**src/rtl/apb_master_mc.sv**
```systemverilog
// apb_master_mc: multi-slave APB4 master with command FIFO,
// byte strobes, decode errors and wait-state timeout.
`timescale 1ns/1ps
module apb_master_mc #(
  parameter int ADDR_WIDTH     = 32,
  parameter int DATA_WIDTH     = 32,
  parameter int NUM_SLAVES     = 4,
  parameter int SEL_LSB        = 12,
  parameter int CMD_DEPTH      = 4,
  parameter int TIMEOUT_CYCLES = 16
) (
  input  logic                             PCLK,
  input  logic                             PRESETn,
  input  logic                             start_transfer,
  output logic                             cmd_ready,
  input  logic                             wr,
  input  logic [ADDR_WIDTH-1:0]            addr,
  input  logic [DATA_WIDTH-1:0]            wdata,
  input  logic [DATA_WIDTH/8-1:0]          strb,
  output logic                             done,
  output logic [DATA_WIDTH-1:0]            rdata,
  output logic                             slverr,
  output logic                             timeout,
  output logic [NUM_SLAVES-1:0]            PSEL,
  output logic                             PENABLE,
  output logic                             PWRITE,
  output logic [ADDR_WIDTH-1:0]            PADDR,
  output logic [DATA_WIDTH-1:0]            PWDATA,
  output logic [DATA_WIDTH/8-1:0]          PSTRB,
  input  logic [NUM_SLAVES-1:0]            PREADY,
  input  logic [NUM_SLAVES-1:0]            PSLVERR,
  input  logic [NUM_SLAVES*DATA_WIDTH-1:0] PRDATA
);

  localparam int SW = $clog2(NUM_SLAVES);
  localparam int BW = DATA_WIDTH / 8;
  localparam int PW = $clog2(CMD_DEPTH);
  localparam int TW = $clog2(TIMEOUT_CYCLES + 1);

  typedef enum logic [1:0] {
    S_IDLE,
    S_SETUP,
    S_ACCESS
  } state_t;

  logic                  r_q_wr    [CMD_DEPTH];
  logic [ADDR_WIDTH-1:0] r_q_addr  [CMD_DEPTH];
  logic [DATA_WIDTH-1:0] r_q_wdata [CMD_DEPTH];
  logic [BW-1:0]         r_q_strb  [CMD_DEPTH];
  logic [PW-1:0]         r_wptr;
  logic [PW-1:0]         r_rptr;
  logic [PW:0]           r_cnt;

  state_t                r_state;
  logic                  r_err_pend;
  logic [TW-1:0]         r_wait;
  logic [NUM_SLAVES-1:0] r_psel;
  logic                  r_penable;
  logic                  r_pwrite;
  logic [ADDR_WIDTH-1:0] r_paddr;
  logic [DATA_WIDTH-1:0] r_pwdata;
  logic [BW-1:0]         r_pstrb;
  logic                  r_done;
  logic [DATA_WIDTH-1:0] r_rdata;
  logic                  r_slverr;
  logic                  r_timeout;

  logic                  w_full;
  logic                  w_push;
  logic                  w_pop;
  logic                  w_h_wr;
  logic [ADDR_WIDTH-1:0] w_h_addr;
  logic [DATA_WIDTH-1:0] w_h_wdata;
  logic [BW-1:0]         w_h_strb;
  logic [SW-1:0]         w_h_idx;
  logic                  w_h_ok;
  logic [NUM_SLAVES-1:0] w_ld_psel;
  logic                  w_rdy;
  logic                  w_err;
  logic [DATA_WIDTH-1:0] w_prdata;

  assign w_full    = (r_cnt == (PW+1)'(CMD_DEPTH));
  assign cmd_ready = !w_full;
  assign w_push    = start_transfer && !w_full;

  assign w_h_wr    = r_q_wr[r_rptr];
  assign w_h_addr  = r_q_addr[r_rptr];
  assign w_h_wdata = r_q_wdata[r_rptr];
  assign w_h_strb  = r_q_strb[r_rptr];
  assign w_h_idx   = w_h_addr[SEL_LSB +: SW];
  assign w_h_ok    = ({1'b0, w_h_idx} < (SW+1)'(NUM_SLAVES));
  assign w_ld_psel = (NUM_SLAVES)'(1) << w_h_idx;

  // Only the currently selected slave's response is observed.
  always_comb begin
    w_rdy    = |(PREADY & r_psel);
    w_err    = |(PSLVERR & r_psel);
    w_prdata = '0;
    for (int i = 0; i < NUM_SLAVES; i++) begin
      if (r_psel[i]) w_prdata |= PRDATA[i*DATA_WIDTH +: DATA_WIDTH];
    end
  end

  assign w_pop = (r_cnt != '0) && !r_err_pend &&
                 ((r_state == S_IDLE) ||
                  ((r_state == S_ACCESS) && w_rdy));

  always_ff @(posedge PCLK) begin
    if (w_push) begin
      r_q_wr[r_wptr]    <= wr;
      r_q_addr[r_wptr]  <= addr;
      r_q_wdata[r_wptr] <= wdata;
      r_q_strb[r_wptr]  <= strb;
    end
  end

  always_ff @(posedge PCLK or negedge PRESETn) begin
    if (!PRESETn) begin
      r_wptr <= '0;
      r_rptr <= '0;
      r_cnt  <= '0;
    end else begin
      if (w_push) r_wptr <= r_wptr + 1'b1;
      if (w_pop)  r_rptr <= r_rptr + 1'b1;
      r_cnt <= r_cnt + (PW+1)'(w_push) - (PW+1)'(w_pop);
    end
  end

  always_ff @(posedge PCLK or negedge PRESETn) begin
    if (!PRESETn) begin
      r_state    <= S_IDLE;
      r_err_pend <= 1'b0;
      r_wait     <= '0;
      r_psel     <= '0;
      r_penable  <= 1'b0;
      r_pwrite   <= 1'b0;
      r_paddr    <= '0;
      r_pwdata   <= '0;
      r_pstrb    <= '0;
      r_done     <= 1'b0;
      r_rdata    <= '0;
      r_slverr   <= 1'b0;
      r_timeout  <= 1'b0;
    end else begin
      r_done    <= 1'b0;
      r_rdata   <= '0;
      r_slverr  <= 1'b0;
      r_timeout <= 1'b0;
      unique case (r_state)
        S_IDLE: begin
          if (r_err_pend) begin
            r_err_pend <= 1'b0;
            r_done     <= 1'b1;
            r_slverr   <= 1'b1;
          end
        end
        S_SETUP: begin
          r_penable <= 1'b1;
          r_state   <= S_ACCESS;
        end
        S_ACCESS: begin
          if (w_rdy) begin
            r_done    <= 1'b1;
            r_slverr  <= w_err;
            r_rdata   <= r_pwrite ? '0 : w_prdata;
            r_state   <= S_IDLE;
            r_psel    <= '0;
            r_penable <= 1'b0;
          end else if (r_wait == TW'(TIMEOUT_CYCLES - 1)) begin
            r_done    <= 1'b1;
            r_slverr  <= 1'b1;
            r_timeout <= 1'b1;
            r_state   <= S_IDLE;
            r_psel    <= '0;
            r_penable <= 1'b0;
          end else begin
            r_wait <= r_wait + 1'b1;
          end
        end
        default: r_state <= S_IDLE;
      endcase
      // A pop overrides the IDLE fallback so transfers chain directly.
      if (w_pop) begin
        r_penable <= 1'b0;
        if (w_h_ok) begin
          r_state  <= S_SETUP;
          r_psel   <= w_ld_psel;
          r_pwrite <= w_h_wr;
          r_paddr  <= w_h_addr;
          r_pwdata <= w_h_wr ? w_h_wdata : '0;
          r_pstrb  <= w_h_wr ? w_h_strb : '0;
          r_wait   <= '0;
        end else begin
          r_state    <= S_IDLE;
          r_psel     <= '0;
          r_err_pend <= 1'b1;
        end
      end
    end
  end

  assign PSEL    = r_psel;
  assign PENABLE = r_penable;
  assign PWRITE  = r_pwrite;
  assign PADDR   = r_paddr;
  assign PWDATA  = r_pwdata;
  assign PSTRB   = r_pstrb;
  assign done    = r_done;
  assign rdata   = r_rdata;
  assign slverr  = r_slverr;
  assign timeout = r_timeout;

endmodule
```
**config.mk**
```make
export PLATFORM = sky130hd
export DESIGN_NAME = apb_master_mc
export DESIGN_NICKNAME = d
export VERILOG_FILES = /design/src/rtl/apb_master_mc.sv
export SDC_FILE = /design/constraint.sdc
export NUM_CORES = 1
export LEC_CHECK = 0
export ABC_AREA = 0
export CORE_UTILIZATION = 45
export DETAILED_ROUTE_END_ITERATION = 6
export PLACE_DENSITY = 0.74
export SYNTH_ARGS = -nofsm -noshare
export SYNTH_HDL_FRONTEND = slang
export SYNTH_SLANG_ARGS = --single-unit
```
**constraint.sdc**
```tcl
create_clock -name PCLK -period 3.3 [get_ports PCLK]
set_input_delay 0.66 -clock PCLK [delete_from_list [all_inputs] [get_ports PCLK]]
set_output_delay 0.66 -clock PCLK [all_outputs]
set_load 0.05 [all_outputs]
```
# Word level (Yosys, flattened, before mapping)
# Memories as Yosys holds them, arrays and structs flattened.
# Cells that the tools add are included.
# totals
regBits	123
ram_bits	276
output_inout_bits	110
word_cells	88
n_memories	4
# memory_table
memory	words	word_bits	rd	rd_clocked_by_memory_dff	write_ports	line	rtl
r_q_addr	4	32	1	0	1	47	logic [ADDR_WIDTH-1:0] r_q_addr [CMD_DEPTH];
r_q_wdata	4	32	1	0	1	48	logic [DATA_WIDTH-1:0] r_q_wdata [CMD_DEPTH];
r_q_strb	4	4	1	0	1	49	logic [BW-1:0] r_q_strb [CMD_DEPTH];
r_q_wr	4	1	1	0	1	46	logic r_q_wr [CMD_DEPTH];
# op_classes
n_addsub	5
n_eq_ne	8
n_shift	1
n_mux	34
n_bitwise	5
n_reduce_logical	16
# ops
op	n
$mux 32	8
$or 32x32->32	3
$mux 4	5
$mux 5	4
$mux 1	12
$reduce_bool 3->1	3
$and 4x4->4	2
$reduce_or 4->1	2
$mux 2	3
$ne 2x2->1 const B	3
$pmux 2 s3	1
$reduce_and 2->1	3
$add 5x1->5 const B	1
$eq 5x4->1 const B	1
$add 2x1->2 const B	2
$ne 4x3->1 const B	1
$shl 1x2->4 const A	1
$add 3x1->3	1
$eq 3x3->1 const B	1
$logic_and 1x1->1	3
$reduce_and 3->1	1
$sub 3x1->3	1
$eq 2x1->1 const B	1
$eq 2x2->1 const B	1
5 further kinds	5

# Logic depth before layout (Yosys ltp)
# depth
depth_word	10
depth_mapped	12

# Worst setup path before layout
# OpenSTA, ideal clock, no wires.
# synth_timing
path_type	reg-to-reg
from	register r_cnt[1]
to	memory r_q_addr[0][0] (enable)
setup_time_ns	0.435
arrival_ns	2.626
required_ns	2.865
slack_ns	0.239
stages_incl_launch_ff	4
n_path_buf	0
synth_period_minus_slack_ns	3.061
cell_sequence	dfrtp_1 -> nor2_1 -> nand2_1 -> and3_1
# synth_between
elab_chain_len	5
# synth_lines
element	line	rtl
from (decl)	52	logic [PW:0] r_cnt;
from (signal assigned)	125	r_cnt <= r_cnt + (PW+1)'(w_push) - (PW+1)'(w_pop);
$eq 3x3->1	82	assign w_full = (r_cnt == (PW+1)'(CMD_DEPTH));
$logic_not 1->1	n/a	
named net cmd_ready	15	output logic cmd_ready,
$logic_and 1x1->1	84	assign w_push = start_transfer && !w_full;
$mux 1	109	if (w_push) begin
$mux 1 (not written as such)	111	r_q_addr[r_wptr] <= addr;
to (decl)	47	
# The timed path passes the listed nets, and every way through them passes these cells.

# Worst setup path in the final report
# layout_timing
from	register r_psel[3], in the netlist PSEL[3]
to	output PSEL[3]
# layout_rtl
element	line	rtl
from (decl)	57	logic [NUM_SLAVES-1:0] r_psel;
from (signal assigned)	187	r_psel <= w_ld_psel;
to (decl)	24	output logic [NUM_SLAVES-1:0] PSEL,
# No word-level cell between the ends.

==> metrics.sh <==
FINALINSTANCEAREA_MM2=0.0205
MAX_CAP_VIOLATIONS=0
GLOBALROUTETOTALUTIL_PCT=20.9
CRITPATHLAUNCH='PSEL[3]'
CELLINTERNALPOWER_mW=12.2
POWER_DENSITY_mW_PER_MM2=939
GPL.FINAL_WEIGHTED_CONGESTION=0.834
GRT_ANTENNA_BEFORE_REPAIR=1
CTS_TREE='yes'
GRT_MAX_DEGREE=111
WORST-R2R-CELL-COUNT=10
FINAL_SETUP_SKEW_NS=0.0210
SWITCHING_PART_OF_THE_TOTAL_POWER_PCT=36.5
DPL.HPWL_MM=23.2
SETUP_REPAIR_AFTER_GLOBAL_ROUTING_MISSED_ITS_MARGIN='false'
POSTSYNTHCELLCOUNT=901
IR_DROP_uV=807
CTS.REPAIR.RESIZED=0
CRITICAL_PATH_PEAK_FANOUT=35
SYNTH.CELL_AREA_MM2=0.0154
DRC=0
MULTIINPUTGATEAREA_MM2=0.00364
AREA_GROWTH_SYN_TO_LAYOUT_PCT=33.0
DRT_ITER0_MARKERS=484
INITIAL_UTILIZATION_PCT=45.9
SYNTH_SEQ_CELLS=399
WIRELENGTH_MM=36.7
FINALSETUPVIOLCOUNT=0
POSTCTSSETUPREPAIRBUFS=0
CLKTRANSATPATHREGS_NS=0.06
RUN_STATUS='finished, final reports clean'
SYNTH_SEQUENTIAL_AREA_RATIO_PCT=73.6
RR_STARTPOINT='PSEL[0]'
SLEW_VIOLATIONS=0
CTSHOLDBUFFERS=0
CRITICAL_PATH.ENDPOINT='PSEL[3]'
POWER.SEQUENTIAL.FRACTION_PCT=38.0
POST_SYNTH_NUM_CELL_TYPES=41
SW_POWER_mW=7.04
POST_DP_CELL_AREA_MM2=0.0192
FINAL_MIN_PERIOD_OVER_CLOCK_PERIOD_PCT=86.5
ROUTED-VIA-COUNT=9002
LAYOUT.CORE_UTILIZATION_PCT=61.1
SETUP_CRIT_PATH_KIND='reg2out'
CLOCK_TREE.ROOT_CELL='sky130_fd_sc_hd__clkbuf_16'
FP.DIEAREA_MM2=0.0350
NUM_PORTS=318
FINALWORSTSETUPSLACK_NS=0.447
REGTOREGSETUPSLACK_NS=0.97
GRT_REMAINING_OVERFLOW=0
TIGHTEST_SLEW_NS=1.08
LOGIC_GATE_SHARE_OF_TOTAL_POWER_PCT=38.6
POST-SYNTH-TOP-AREA-CELL='sky130_fd_sc_hd__edfxtp_1'
FLOORPLAN.CORE_AREA_MM2=0.0336
FIRST_PASS_ITERS=4
YOSYS_SYNTHESIS_WARNING_COUNT=0
HOLD_WS_NS=0.113
FINAL_NET_COUNT=1447
FILLERS=2506
ROW_CNT=67
PLACE.PORT_BUFFERS=317
CTS.SINKS=399
PWR-SHARE-CLK_PCT=23.4
DRTANTENNAVIOLNETS=0
POSTSYNTHAREAPERCELL_UM2=17.1
GRT_FIRST_PASS_WIRELENGTH_MM=55.8
HOLD_VIOLATIONS=0
CTS-ROOT-TO-SINK-BUFFERS=3
SEQUENTIAL_CELL_AREA_MM2=0.0114
SYN-NUM-NETS=1118
DIE_Y_UM=187
POST-PLACE-WS_NS=0.269
GRT_PASS1_VIAS=9641
SLEW_HEADROOM_PCT=27.9
WORST_SETUP_PATH_START_KIND='flop'
HOLDCRITPATHCLASS='in2async'
CRIT_ARRIVAL_NS=2.19
LAYOUT-DRIVE-GT1-SHARE_PCT=15.0
VIA_COUNT_NORMALIZED_BY_INSTANCE_COUNT=5.26
DIEWIDTH_UM=187
DOMINANT_CELLS_BY_AREA_AFTER_SYNTHESIS='sky130_fd_sc_hd__edfxtp_1 (54%), sky130_fd_sc_hd__dfrtp_1 (20%), sky130_fd_sc_hd__mux4_2 (9.9%), sky130_fd_sc_hd__nand2_1 (3.4%), sky130_fd_sc_hd__a22oi_1 (3.1%)'
LAYOUT_MIN_CYCLE_TIME_NS=2.85
CELLLEAKAGEPOWER_nW=7.60
WORST_SETUP_EP_TYPE='output pin'
CTS-BUFFERS-INSERTED=41
FMAX_GHz=0.350
H_TREE_DEPTH_REPORTED_BY_CTS=2
REG2REG_TO='r_cnt[2]'
SYNTH.TOP_CELL.AREA_SHARE_PCT=53.7
CLKLATENCYLATEPIN_NS=0.53
AVG_WL_PER_CELL_UM=21.5
CRITICAL_PATH_REQUIRED_NS=2.64
SETUP-TNS-FINAL_NS=0
[final cells by class]
class / instances / share of cell area [%]
clock inverters: 12 / 0.543
inverters: 48 / 0.878
repair buffers: 340 / 16.7
diodes: 1 / 0.0122
multi-input cells: 400 / 17.7
well taps: 448 / 2.73
clock buffers: 63 / 5.95
flip-flops and latches: 399 / 55.4
[routing by layer]
layer | track usage [%] | share of wire, % | wire length [um]
met5 | 0 | 0 | 0
met4 | 5.99 | 2.3 | 852
met3 | 3.83 | 6.0 | 2200
met2 | 38.3 | 53 | 19500
met1 | 25.1 | 39 | 14200
[logic make-up after synthesis]
| logic type | share of synthesized area, % |
|---|---|
| adder cells (fa/ha/maj) | 0.778 |
| AND/OR/NAND/NOR | 4.17 |
| flip-flops | 73.6 |
| buffers and inverters | 2.96 |
| XOR/XNOR | 0.340 |
| AO/OA/AOI/OAI | 7.92 |
| multiplexers | 10.2 |
[synthesized netlist by cell type, drive strengths merged]
cell,count
or2,1
mux2i,2
and3,5
xor2,1
nor2,5
nand2,140
xnor2,5
nor2b,1
o311ai,1
a21oi,35
and2,1
o21ai,5
edfxtp,276
o21a,1
nand3b,1
o2bb2ai,1
ha,8
nor3,2
a22o,3
or3,2
mux2,2
a32o,1
fa,1
a21o,1
a311o,1
a221oi,1
nand4b,1
a22oi,66
o31ai,36
mux4,68
nand3,1
inv,48
dfrtp,123
buf,32
clkbuf,22
a21boi,1
[flip-flops by register name (all words and copies together) (netlist names), 2 cells and up]
signal,count
r_cnt,3
r_state,2
r_q_wr,4
rdata,32
PSEL,4
PWDATA,32
r_q_strb,16
PADDR,32
r_wptr,2
r_wait,5
r_q_addr,128
r_rptr,2
r_q_wdata,128
PSTRB,4
[stage by stage]
stage | std cells | power [mW]
floorplan | 901 | 12.5
global placement | 1635 | 14.8
detailed placement | 1635 | 15.0
CTS | 1710 | 19.5
global route | 1711 | 20.2
finish | 1711 | 19.3
[worst min-delay path by stage]
stage | from | endpoint | depth (start not counted)
floorplan | PRESETn | PADDR[0] | 0
global placement | PADDR[11] | PADDR[11] | 2
detailed placement | PADDR[31] | PADDR[31] | 2
CTS | PRESETn | PADDR[12] | 1
global route | PRESETn | PADDR[12] | 1
finish | PRESETn | PADDR[17] | 1
[power by group through the flow]
stage,combinational [mW],sequential (mW),clock [mW]
4_1_cts,7.56,7.34,4.60
2_1_floorplan,3.79,8.67,0
3_3_place_gp,7.40,7.37,0
6_report,7.44,7.32,4.51
5_1_grt,7.98,7.43,4.80
3_5_place_dp,7.53,7.42,0
[cells in the final DEF, fill, tap and decap left out, drive strengths merged, types with 2 or more instances in the layout]
cell	netlist	layout
and3	5	5
dfrtp	123	123
clkdlybuf4s50	0	316
or3	2	2
edfxtp	276	276
nor2	5	5
clkbuf	22	63
mux2	2	2
nand2	140	140
mux2i	2	2
clkinv	0	10
nor3	2	2
a22o	3	3
ha	8	8
inv	48	48
bufinv	0	2
a22oi	66	66
mux4	68	68
xnor2	5	5
a21oi	35	35
o21ai	5	5
buf	32	24
o31ai	36	36
[critical path: stages, from the launching register on]
cell and delay (ns):
sky130_fd_sc_hd__dfrtp_1 0.39, sky130_fd_sc_hd__buf_4 0.40, sky130_fd_sc_hd__clkdlybuf4s50_1 0.89
Power figures use the tool's default switching activity.
